$ cat src/rtl/lcd_pkg.sv
`timescale 1ns/1ps
// Shared types for the LCD command issuer: FSM state encoding and the
// LCD controller command codes.
package lcd_pkg;

    typedef enum logic [3:0] {
        S_IDLE      = 4'd0,
        S_FETCH     = 4'd1,
        S_LATCH     = 4'd2,
        S_WAIT_RDY  = 4'd3,
        S_ISSUE     = 4'd4,
        S_GUARD     = 4'd5,
        S_GUARD_END = 4'd6,
        S_WAIT_DONE = 4'd7,
        S_FINISH    = 4'd8
    } state_t;

    localparam logic [3:0] CMD_WRITE  = 4'd0;
    localparam logic [3:0] CMD_UP     = 4'd1;
    localparam logic [3:0] CMD_DOWN   = 4'd2;
    localparam logic [3:0] CMD_LEFT   = 4'd3;
    localparam logic [3:0] CMD_RIGHT  = 4'd4;
    localparam logic [3:0] CMD_MAX_OP = 4'd5;
    localparam logic [3:0] CMD_MIN_OP = 4'd6;
    localparam logic [3:0] CMD_AVG    = 4'd7;
    localparam logic [3:0] CMD_CCW    = 4'd8;
    localparam logic [3:0] CMD_CW     = 4'd9;
    localparam logic [3:0] CMD_MIRX   = 4'd10;
    localparam logic [3:0] CMD_MIRY   = 4'd11;

    localparam logic [7:0] ISSUED_SAT = 8'hFF;

endpackage

$ cat src/rtl/lcd_cmd_issuer.sv
`timescale 1ns/1ps
// Walks a CROM command script, issuing each legal command to the LCD controller
// and closing with a WRITE. Define LCD_IRAM_CHKSUM_EN to add the IRAM checksum.
module lcd_cmd_issuer
    import lcd_pkg::*;
#(
    parameter int ADDR_W  = 5,
    parameter int CMD_MAX = 11
) (
    input  logic              clk,
    input  logic              reset,
    input  logic              start,
    output logic              CROM_rd,
    output logic [ADDR_W-1:0] CROM_A,
    input  logic [3:0]        CROM_Q,
    output logic [3:0]        cmd,
    output logic              cmd_valid,
    input  logic              busy,
    input  logic              done,
    output logic              finished,
    output logic [7:0]        n_issued,
    output logic [15:0]       chksum,
`ifdef LCD_IRAM_CHKSUM_EN
    input  logic              IRAM_valid,
    input  logic [7:0]        IRAM_D,
`endif
    output state_t            dbg_state
);

    // Handshake: cmd_valid is high for exactly one cycle per command with cmd
    // holding the code; cmd is 0 whenever cmd_valid is 0. A command is only
    // issued after busy was sampled low, and the script ends once done is
    // sampled high after the closing WRITE.

    localparam logic [ADDR_W-1:0] LAST_PTR  = '1;
    localparam logic [3:0]        CMD_LIMIT = 4'(CMD_MAX);

    state_t              state, state_n;
    logic [ADDR_W-1:0]   ptr, ptr_n, addr_n;
    logic [3:0]          cmd_reg, cmd_reg_n, cmd_n;
    logic                rd_n, valid_n, fin_n;
    logic [7:0]          count_n;

    assign dbg_state = state;

    always_comb begin
        state_n   = state;
        ptr_n     = ptr;
        cmd_reg_n = cmd_reg;
        count_n   = n_issued;
        unique case (state)
            S_IDLE: begin
                if (start) begin
                    ptr_n   = '0;
                    state_n = S_FETCH;
                end
            end
            S_FETCH:  state_n = S_LATCH;
            S_LATCH: begin
                cmd_reg_n = CROM_Q;
                if (CROM_Q > CMD_LIMIT) begin
                    // Illegal code: skip it, unless it was the last entry, in
                    // which case the script still has to close with a WRITE.
                    if (ptr == LAST_PTR) begin
                        cmd_reg_n = CMD_WRITE;
                        state_n   = S_WAIT_RDY;
                    end else begin
                        ptr_n   = ptr + 1'b1;
                        state_n = S_FETCH;
                    end
                end else begin
                    state_n = S_WAIT_RDY;
                end
            end
            S_WAIT_RDY: begin
                if (!busy) state_n = S_ISSUE;
            end
            S_ISSUE: begin
                if (n_issued != ISSUED_SAT) count_n = n_issued + 8'd1;
                if (cmd_reg == CMD_WRITE) begin
                    state_n = S_WAIT_DONE;
                end else if (ptr == LAST_PTR) begin
                    cmd_reg_n = CMD_WRITE;
                    state_n   = S_GUARD_END;
                end else begin
                    ptr_n   = ptr + 1'b1;
                    state_n = S_GUARD;
                end
            end
            // The controller raises busy one cycle late, so this cycle must not look at it.
            S_GUARD:     state_n = S_FETCH;
            S_GUARD_END: state_n = S_WAIT_RDY;
            S_WAIT_DONE: begin
                if (done) state_n = S_FINISH;
            end
            S_FINISH:    state_n = S_FINISH;
            default:     state_n = S_IDLE;
        endcase

        // Outputs are registered copies of what the next state presents.
        rd_n    = (state_n == S_FETCH);
        addr_n  = rd_n ? ptr_n : CROM_A;
        valid_n = (state_n == S_ISSUE);
        cmd_n   = valid_n ? cmd_reg_n : CMD_WRITE;
        fin_n   = (state_n == S_FINISH);
    end

    always_ff @(posedge clk) begin
        if (!reset) begin
            state     <= S_IDLE;
            ptr       <= '0;
            cmd_reg   <= CMD_WRITE;
            CROM_rd   <= 1'b0;
            CROM_A    <= '0;
            cmd       <= CMD_WRITE;
            cmd_valid <= 1'b0;
            finished  <= 1'b0;
            n_issued  <= 8'd0;
        end else begin
            state     <= state_n;
            ptr       <= ptr_n;
            cmd_reg   <= cmd_reg_n;
            CROM_rd   <= rd_n;
            CROM_A    <= addr_n;
            cmd       <= cmd_n;
            cmd_valid <= valid_n;
            finished  <= fin_n;
            n_issued  <= count_n;
        end
    end

`ifdef LCD_IRAM_CHKSUM_EN
    logic [15:0] chk_n;

    always_comb begin
        chk_n = chksum;
        if (state == S_WAIT_DONE && IRAM_valid) chk_n = chksum + {8'h00, IRAM_D};
    end

    always_ff @(posedge clk) begin
        if (!reset) chksum <= 16'h0000;
        else        chksum <= chk_n;
    end
`else
    assign chksum = 16'h0000;
`endif

endmodule

$ cat config.mk
export PLATFORM = sky130hd
export DESIGN_NAME = lcd_cmd_issuer
export DESIGN_NICKNAME = d
export VERILOG_FILES = /design/src/rtl/lcd_pkg.sv /design/src/rtl/lcd_cmd_issuer.sv
export SDC_FILE = /design/constraint.sdc
export NUM_CORES = 1
export LEC_CHECK = 0
export ABC_AREA = 1
export CAP_MARGIN = 5
export CORE_UTILIZATION = 45
export CTS_BUF_LIST = sky130_fd_sc_hd__clkbuf_4 sky130_fd_sc_hd__clkbuf_8
export CTS_CLUSTER_DIAMETER = 150
export DETAILED_ROUTE_END_ITERATION = 10
export PLACE_DENSITY = 0.83
export SLEW_MARGIN = 20
export SYNTH_ARGS = -nofsm -noshare
export SYNTH_HDL_FRONTEND = slang
export SYNTH_SLANG_ARGS = --single-unit
$ cat constraint.sdc
create_clock -name clk -period 1.53 [get_ports clk]
set_clock_uncertainty 0.15 [all_clocks]
set_input_delay 0.306 -clock clk [delete_from_list [all_inputs] [get_ports clk]]
set_output_delay 0.306 -clock clk [all_outputs]
set_load 0.1 [all_outputs]
==> results.md, run 1 <==
- Synthesized area: about 1800 um2
- Crit-path cells: nor2_4 -> inv_2 -> nor2_4 -> nand2_1 -> o21ai_2 -> buf_4 -> a21oi_1 -> nor2_1 -> nor2_1 -> nor2_1
- GPL Wtd Cong: 0.918
- CP startpoint: dbg_state[1]
- First-pass GRT wire length: ~9000 um
- CTS Buf Count: 5
- Final max-slew violation count: 0
- Post-synth EDFFs: 0
- Worst-Skew Late Latency: 0.30 ns
- Hold Fails Final Rpt: 0
- DP HPWL: approximately 3600 um
- DRT antenna net count: 0
- Final setup vio count: 28
- Post-DR vias/cell: 5.63
- Startpoint types: register
- Delay of the slowest critical-path stage: 0.39 ns
- Worst Setup End Kind: register
- Synth top area cells: dfxtp_1, nand2_1, buf_4
- Layout cells sized above 1: around 49%
- Iter 0 DRT Violations: between 200 and 300
- Share of the synthesized area in the top cell type: a little under two fifths
- Worst hold path class: reg2reg
- Antenna Cells: 0
- CTS sink cnt: 33
- Synth top cells by count: nand2_1, dfxtp_1, inv_1, nor2_1, nand3_1
- WP data required: approximately 1.6 ns
- Seq/Total Area, Yosys: 36.7%
- Synth cell types: 30
- Fin util: between 80% and 90%
- Nets: around 360
- Count leader, synth: nand2_1
- Die W: about 65 um
- Synthesis-to-finish area growth: 76.8%
- R2R Path Start: dbg_state[1]
- PnR worst setup slack: -0.286 ns
- Buffers on Ports: 32
- DRT Wirelength: between 7000 and 8000 um
- PD cells: roughly 870 nW/um2
- Initial antenna violation count: 0
- Core Rows: 22
- Failing checks: negative setup slack
- H-tree depth: 2
- Worst slack, placed: -0.474 ns
- Multi-input combinational cell area: 1200 um2
- Critical path destination: CROM_A[3]
- Outcome: finished with violations
- Register area: 701 um2
- Crit path kind: reg2reg
- # IOs: 49
- Fmax: ~550 MHz
- Worst R2R Path Depth: 10
- Chip Height: 65.2 um
- WP data arrival: around 1.9 ns
- Synthesis Warnings: 0
- Synth Instances: approximately 260
- Vias in the first global route: between 2000 and 2500
- Cell leakage power: ~1.5 nW
- Worst flop-to-flop path endpoint: CROM_A[3]
- Ys async rst share: 0%
- Grt ovf: 0
- Clock transition at the registers of the reported paths: approximately 0.07 ns
- Placed cell count: ~380
- RSZ-0062 raised after global routing: yes
- Dominant synthesized flop cell: dfxtp_1
- Max-cap violation count: 0
- # DRC: 0
- Drt first pass iters: 5
- Slowest stage cell, crit path: dfxtp_4
- CTS tree: built
- Fin crit share: 119%
- Routed len/inst: 19.7 um
- Cell taking the most area after synthesis: dfxtp_1
- Die area: 4250 um2
- CTS root buffer: clkbuf_8
- Crit path time final: roughly 1.8 ns
- Largest net degree at the start of global routing: 15
- Core Area: ~3700 um2
- Synth Register Bits: 33
- Starting Density: 48.1%
- Non-filler cells, final: ~400
- Fillers: 189
- Vias: approximately 2200
- Worst VDD drop: between 0.7 and 0.8 mV
- Reg-to-reg slack, setup: -0.29 ns
- Clock Path Buffers: 2
- Crit-path max FO: 7
- Avg Inst Size Synth: 6.87 um2
- GRT Util Overall: around 29%
- Most used cell, CP: nor2_1
## routing by layer
metal / GRT usage, % / vias up / part of all wire, % / routed length [um]
li1: - / 955 / - / -
met1: 28.0 / 1030 / 33 / 2590
met2: 51.0 / 183 / 50 / 3900
met3: 7.29 / 56 / 9.1 / 711
met4: 22.0 / 0 / 7.6 / 590
met5: 0 / - / 0 / 0
## worst max-delay path, delay by kind of cell (launching register included)
family	cells	cell delay, ns
DFF	1	0.39
and+or+nand+nor	6	0.78
buffers and inverters	2	0.23
AOI/OAI and AO/OA	2	0.21
## worst min path at each step
stage          cells past startpoint  slack [ns]         from          end
6_report                           2        0.38  n_issued[3]  n_issued[3]
5_1_grt                            2        0.40  n_issued[7]  n_issued[7]
4_1_cts                            2        0.36  n_issued[7]  n_issued[7]
3_5_place_dp                       2        0.36  n_issued[7]  n_issued[7]
3_3_place_gp                       2        0.34  n_issued[7]  n_issued[7]
2_1_floorplan                      2        0.28        reset    CROM_A[4]
## layout by cell type (no fill, tap or decap), drive strengths merged, types with 2 or more instances in the layout
| master | netlist | routed |
|---|---|---|
| nand2 | 75 | 75 |
| conb | 1 | 16 |
| o211ai | 3 | 3 |
| inv | 39 | 38 |
| nand4 | 4 | 4 |
| dfxtp | 33 | 33 |
| a21oi | 13 | 13 |
| clkdlybuf4s50 | 0 | 7 |
| xnor2 | 3 | 3 |
| clkbuf | 1 | 5 |
| a22o | 2 | 2 |
| ha | 2 | 2 |
| buf | 19 | 73 |
| o21ai | 5 | 5 |
| xor2 | 2 | 2 |
| nand3 | 21 | 22 |
| clkinv | 0 | 3 |
| nor2 | 36 | 36 |
## report_power, final
group	internal [W]	switching (W)	total (W)
combinational	0.000356	0.000799	0.00116
clock	0.000314	0.000356	0.000670
sequential	0.000895	0.0000585	0.000953
## timing repair
item                                    4_1_cts  5_1_grt
pin swaps                                    18       18
resized for setup                            30       47
endpoints found under the setup margin       24       27
buffers inserted                              2        9
hold buffers                                  0        0
gates cloned                                  1        0
## per-stage QoR
step	TNS (ns)	instance area [um2]	hold WS [ns]	power (W)
after floorplan	-2.21	1940	0.276	0.00169
after global placement	-4.19	2720	0.342	0.00193
after detailed placement	-5.74	2720	0.357	0.00195
after CTS	-0.962	2950	0.359	0.00267
after global routing	-5.27	3180	0.397	0.00286
final	-4.03	3180	0.375	0.00278
## cell type report
| cell class | count | area share, % |
|---|---|---|
| tap | 48 | 1.89 |
| inverter | 39 | 4.99 |
| sequential | 33 | 22.0 |
| clock buffer | 5 | 2.16 |
| multi-input combinational | 186 | 37.8 |
| timing repair buffer | 81 | 30.6 |
| clock inverter | 3 | 0.551 |
## kinds of logic (layout without fill, tap and decap cells)
logic type                 after synthesis  after routing  synth area share [%]
AOI/OAI and AO/OA                       23             23                  7.72
xor gates and xnor gates                 5              5                  2.43
adders and majority gates                2              2                  1.39
buffers and inverters                   59            128                  16.3
DFF                                     33             33                  36.7
other                                    1             16                 0.208
and+or+nand+nor                        139            140                  35.2
Note: power is estimated with default switching activity, not from simulation.
==> run 2, diff against run 1 <==
CORE_UTILIZATION = 43   (was 45)
CTS_BUF_LIST = not set   (was sky130_fd_sc_hd__clkbuf_4 sky130_fd_sc_hd__clkbuf_8)
PLACE_DENSITY = 0.8   (was 0.83)
==> results.md, run 2 (synthesized netlist as in run 1, its figures left out) <==
- Outcome: finished with violations
- Failing checks: negative setup slack
- Fmax: ~570 MHz
- Worst hold path class: reg2reg
- Crit-path cells: ha_4 -> nand4_1 -> nand2_2 -> buf_6 -> o21ai_4 -> a22o_1 -> nand2_1 -> inv_1
- Largest net degree at the start of global routing: 15
- Synthesis-to-finish area growth: 67.8%
- Fillers: 250
- Slowest stage cell, crit path: dfxtp_2
- Cell leakage power: between 1 and 1.5 nW
- # DRC: 0
- CTS sink cnt: 33
- Antenna Cells: 0
- DRT antenna net count: 0
- Max-cap violation count: 0
- Commonest non-fill, non-tap cell in the layout: nand2_1
- Layout cells sized above 1: between 40% and 50%
- Most frequent cells in the layout: nand2_1, buf_4, inv_1, buf_12, nor2_1
- Die area: 4450 um2
- Worst R2R Path Depth: 8
- Core Rows: 23
- Fin crit share: 115%
- Worst slack, placed: -0.440 ns
- Crit path time final: about 1.8 ns
- Hold Fails Final Rpt: 0
- PnR worst setup slack: -0.233 ns
- Starting Density: 45.0%
- Initial antenna violation count: 0
- Grt ovf: 0
- Buffers on Ports: 32
- # IOs: 49
- Startpoint types: register
- Multi-input combinational cell area: 1110 um2
- Reg-to-reg slack, setup: -0.23 ns
- DRT Wirelength: roughly 5300 um
- Worst flop-to-flop path endpoint: cmd_reg[3]
- Core Area: about 4000 um2
- Vias: approximately 1900
- Vias in the first global route: 1850
- DP HPWL: 3200 um
- H-tree depth: 2
- Worst VDD drop: 0.787 mV
- Post-DR vias/cell: between 4 and 5
- R2R Path Start: ptr[1]
- Die W: approximately 67 um
- GPL Wtd Cong: 0.957
- Family with the most delay on the worst path: simple AND/OR/NAND/NOR gates
- PD cells: 943 nW/um2
- Clock Path Buffers: 2
- Iter 0 DRT Violations: 97
- Delay of the slowest critical-path stage: 0.36 ns
- WP data required: 1.57 ns
- Stages on the worst setup path: 8
- RSZ-0062 raised after global routing: yes
- Drt first pass iters: 6
- Final setup vio count: 20
- CTS root buffer: clkbuf_8
- Register area: around 700 um2
- Clock transition at the registers of the reported paths: approximately 0.07 ns
- CTS Buf Count: 5
- CTS tree: built
- Hold buffers post-CTS: 0
- WP data arrival: between 1.5 and 2 ns
- Non-filler cells, final: 388
- Placed cell count: around 370
- WHS: ~0.37 ns
- Buf+Inv Stages, Crit Path: 2
- Crit path kind: reg2reg
- Crit-path max FO: 4
- Critical path destination: cmd_reg[3]
- CP startpoint: ptr[1]
- Final max-slew violation count: 0
- Nets: 348
- Worst-Skew Late Latency: ~0.3 ns
- Chip Height: between 60 and 70 um
- Routed len/inst: 13.6 um
- GRT Util Overall: 23.8%
- First-pass GRT wire length: 7880 um
- Worst Setup End Kind: register
run 2: area by class of cell:
cell class              instances  area share [%]
flip-flops and latches         33            23.2
multi-input cells             186            36.8
clock buffers                   8            3.69
inverters                      39            5.10
repair buffers                 72            29.1
well taps                      50            2.07
run 2: through the flow:
stage	utilization [%]	power (W)	setup TNS [ns]	instance area (um2)
2_1_floorplan	-	0.00169	-2.21	1940
3_3_place_gp	66.8	0.00193	-4.42	2670
3_5_place_dp	66.8	0.00194	-5.01	2670
4_1_cts	72.7	0.00279	-0.767	2910
5_1_grt	75.5	0.00294	-4.31	3020
6_report	75.5	0.00285	-2.82	3020
run 2: report_power, final:
part	leakage, nW	switching, W	total, W	internal [W]
Sequential	0.277	0.0000590	0.000955	0.000896
Combinational	1.10	0.000749	0.00110	0.000351
Clock	0.0566	0.000327	0.000792	0.000465
Total	1.44	0.00113	0.00285	0.00171
run 2: per-layer routing:
layer	vias up	part of all wire [%]	GRT usage, %
li1	939	-	-
met1	881	38	24.4
met2	60	55	42.7
met3	19	4.4	6.51
met4	0	3.3	14.1
met5	-	0	0
run 2: worst min path at each step:
| stage | startpoint | endpoint | cells past startpoint |
|---|---|---|---|
| after floorplan | reset | CROM_A[4] | 2 |
| after global placement | n_issued[7] | n_issued[7] | 2 |
| after detailed placement | n_issued[7] | n_issued[7] | 2 |
| after CTS | n_issued[7] | n_issued[7] | 2 |
| after global routing | n_issued[7] | n_issued[7] | 2 |
| final | n_issued[7] | n_issued[7] | 2 |
run 2: worst min-delay path, cell delays in order (launching register included):
cell and delay [ns]:
dfxtp_2 0.35, nand2_1 0.07, a21oi_1 0.06
run 2: timing repair:
action / CTS / global route
resized for setup: 23 / 25
pin swaps: 8 / 5
setup endpoints to repair: 23 / 28
setup buffers: 1 / 4
gates cloned: 1 / 0
hold endpoints to repair: 0 / 0
==> run 3, diff against run 2 <==
CORE_MARGIN = 2   (was not set)
RECOVER_POWER = 25   (was not set)
==> results.md, run 3 (synthesized netlist as in run 1, its figures left out) <==
- DRT Wirelength: 5800 um
- Hold buffers post-CTS: 0
- R2R Path Start: ptr[0]
- WP data arrival: roughly 1.9 ns
- Startpoint types: register
- Starting Density: between 40 and 50%
- Die W: 68.7 um
- Worst R2R Path Depth: 10
- Grt met1 use: ~25%
- Fmax: roughly 560 MHz
- Setup tns final: -2.94 ns
- DRT antenna net count: 0
- Crit path time final: about 1.8 ns
- GRT Util Overall: a little under a quarter
- Grt ovf: 0
- # IOs: 49
- Min-Delay Path Depth: 2
- GPL Wtd Cong: a little under 0.9
- DP Area: roughly 2700 um2
- CTS sink cnt: 33
- Antenna Cells: 0
- Hold Fails Final Rpt: 0
- Fin area: slightly above 3000 um2
- Global-route track usage on met2: between 40% and 50%
- Worst-Skew Late Latency: ~0.29 ns
- Outcome: finished with violations
- # DRC: 0
- Tot Pwr: around 0.0027 W
- GR met3 Demand/Resource: under 10%
- Fin crit share: 116%
- Non-filler cells, final: 399
- Nets: 359
- Commonest non-fill, non-tap cell in the layout: nand2_1
- WHS: between 0.3 and 0.4 ns
- First-pass GRT wire length: approximately 8200 um
- Vias in the first global route: 1863
- Hold Crit Endpoint: n_issued[3]
- Most frequent cells in the layout: nand2_1, buf_4, inv_1, nor2_1
- Worst flop-to-flop path endpoint: CROM_A[4]
- Worst Setup End Kind: register
- Vias: ~2000
- Iter 0 DRT Violations: 120
- Chip Height: 68.7 um
- H-tree depth: 2
- Worst hold path class: reg2reg
- Routed len/inst: between 10 and 15 um
- WP data required: about 1.6 ns
- Initial antenna violation count: 0
- CTS tree: built
- CTS root buffer: clkbuf_8
- Max-cap violation count: 0
- Crit-path max FO: 6
- RSZ-0062 raised after global routing: yes
- Global route hottest layer: met2
- Reg-to-reg slack, setup: -0.24 ns
- Post-DR vias/cell: roughly 5.0
- PnR worst setup slack: -0.244 ns
- Worst VDD drop: 0.727 mV
- Synthesis-to-finish area growth: 68.3%
- Clock Path Buffers: 2
- DP HPWL: between 3000 and 4000 um
- Crit path kind: reg2reg
- Layout cells sized above 1: a little under half
- Crit-path cells: ha_4 -> nand4_1 -> nand2_1 -> nand2_2 -> nand2_2 -> nor2_4 -> nand3_4 -> nand2_1 -> nand2_1 -> nor2_1
- Placed cell count: between 300 and 400
- Cell leakage power: about 1.5 nW
- Die area: 4720 um2
- Most used cell, CP: nand2_1
- Final setup vio count: 28
- Core Rows: 23
- Delay of the slowest critical-path stage: between 0.3 and 0.4 ns
- Slowest stage cell, crit path: dfxtp_2
- Core Area: ~4000 um2
- Hold_sp: n_issued[3]
- CTS Buf Count: 5
- Failing checks: negative setup slack
- Clock transition at the registers of the reported paths: roughly 0.07 ns
- Final max-slew violation count: 0
- PD cells: slightly below 900 nW/um2
- Largest net degree at the start of global routing: 15
- Buffers on Ports: 32
- Drt first pass iters: 4
==> run 3: changes by cell type in the layout (fill, tap and decap cells not counted), sizes merged <==
cell,before,now
clkbuf,8,14
buf,64,69
==> run 3: worst max-delay path by stage <==
stage	startpoint	endpoint	slack (ns)	cells past startpoint
floorplan	dbg_state[1]	CROM_A[1]	-0.17	11
detailed placement	CROM_Q[3]	CROM_A[3]	-0.46	11
finish	ptr[0]	CROM_A[4]	-0.24	10
CTS	dbg_state[2]	CROM_A[3]	-0.1	11
global placement	CROM_Q[3]	CROM_A[0]	-0.40	10
global route	ptr[0]	CROM_A[4]	-0.35	10
==> run 3: through the flow <==
stage / util (%) / setup WS (ns)
detailed placement: 67.2 / -0.455
global placement: 67.2 / -0.398
floorplan: - / -0.171
CTS: 73.6 / -0.0998
finish: 75.7 / -0.244
global route: 75.7 / -0.351
==> run 3: report_power, final <==
group | leakage (nW) | internal (W) | switching (W)
combinational | 1.15 | 0.000370 | 0.000768
sequential | 0.277 | 0.000896 | 0.0000516
clock | 0.0395 | 0.000323 | 0.000300
total | 1.47 | 0.00159 | 0.00112
==> run 3: timing repair <==
item                                    in CTS  in global routing
endpoints found under the setup margin      21                 29
setup buffers                                8                  7
gates resized for setup                     25                 33
gates cloned                                 1                  0
pin swaps                                   13                 22
==> run 3: critical path: cells and delay by family (launching register included) <==
family                   cells  cell delay [ns]
adder cells (fa/ha/maj)      1             0.16
flip-flops                   1             0.34
AND/OR/NAND/NOR              9             1.07
==> run 3: per-layer routing <==
layer / part of all wire [%] / vias to the layer above
met4: 4.0 / 0
met2: 53 / 82
met1: 38 / 936
met3: 5.0 / 22
met5: 0 / -
li1: - / 954
==> run 3: layout make-up <==
class / count / area, um2
Clock buffer: 8 / 80.1
Sequential cell: 33 / 701
Timing Repair Buffer: 83 / 898
Inverter: 39 / 151
Fill cell: 262 / 972
Tap cell: 50 / 62.6
Multi-Input combinational cell: 186 / 1130
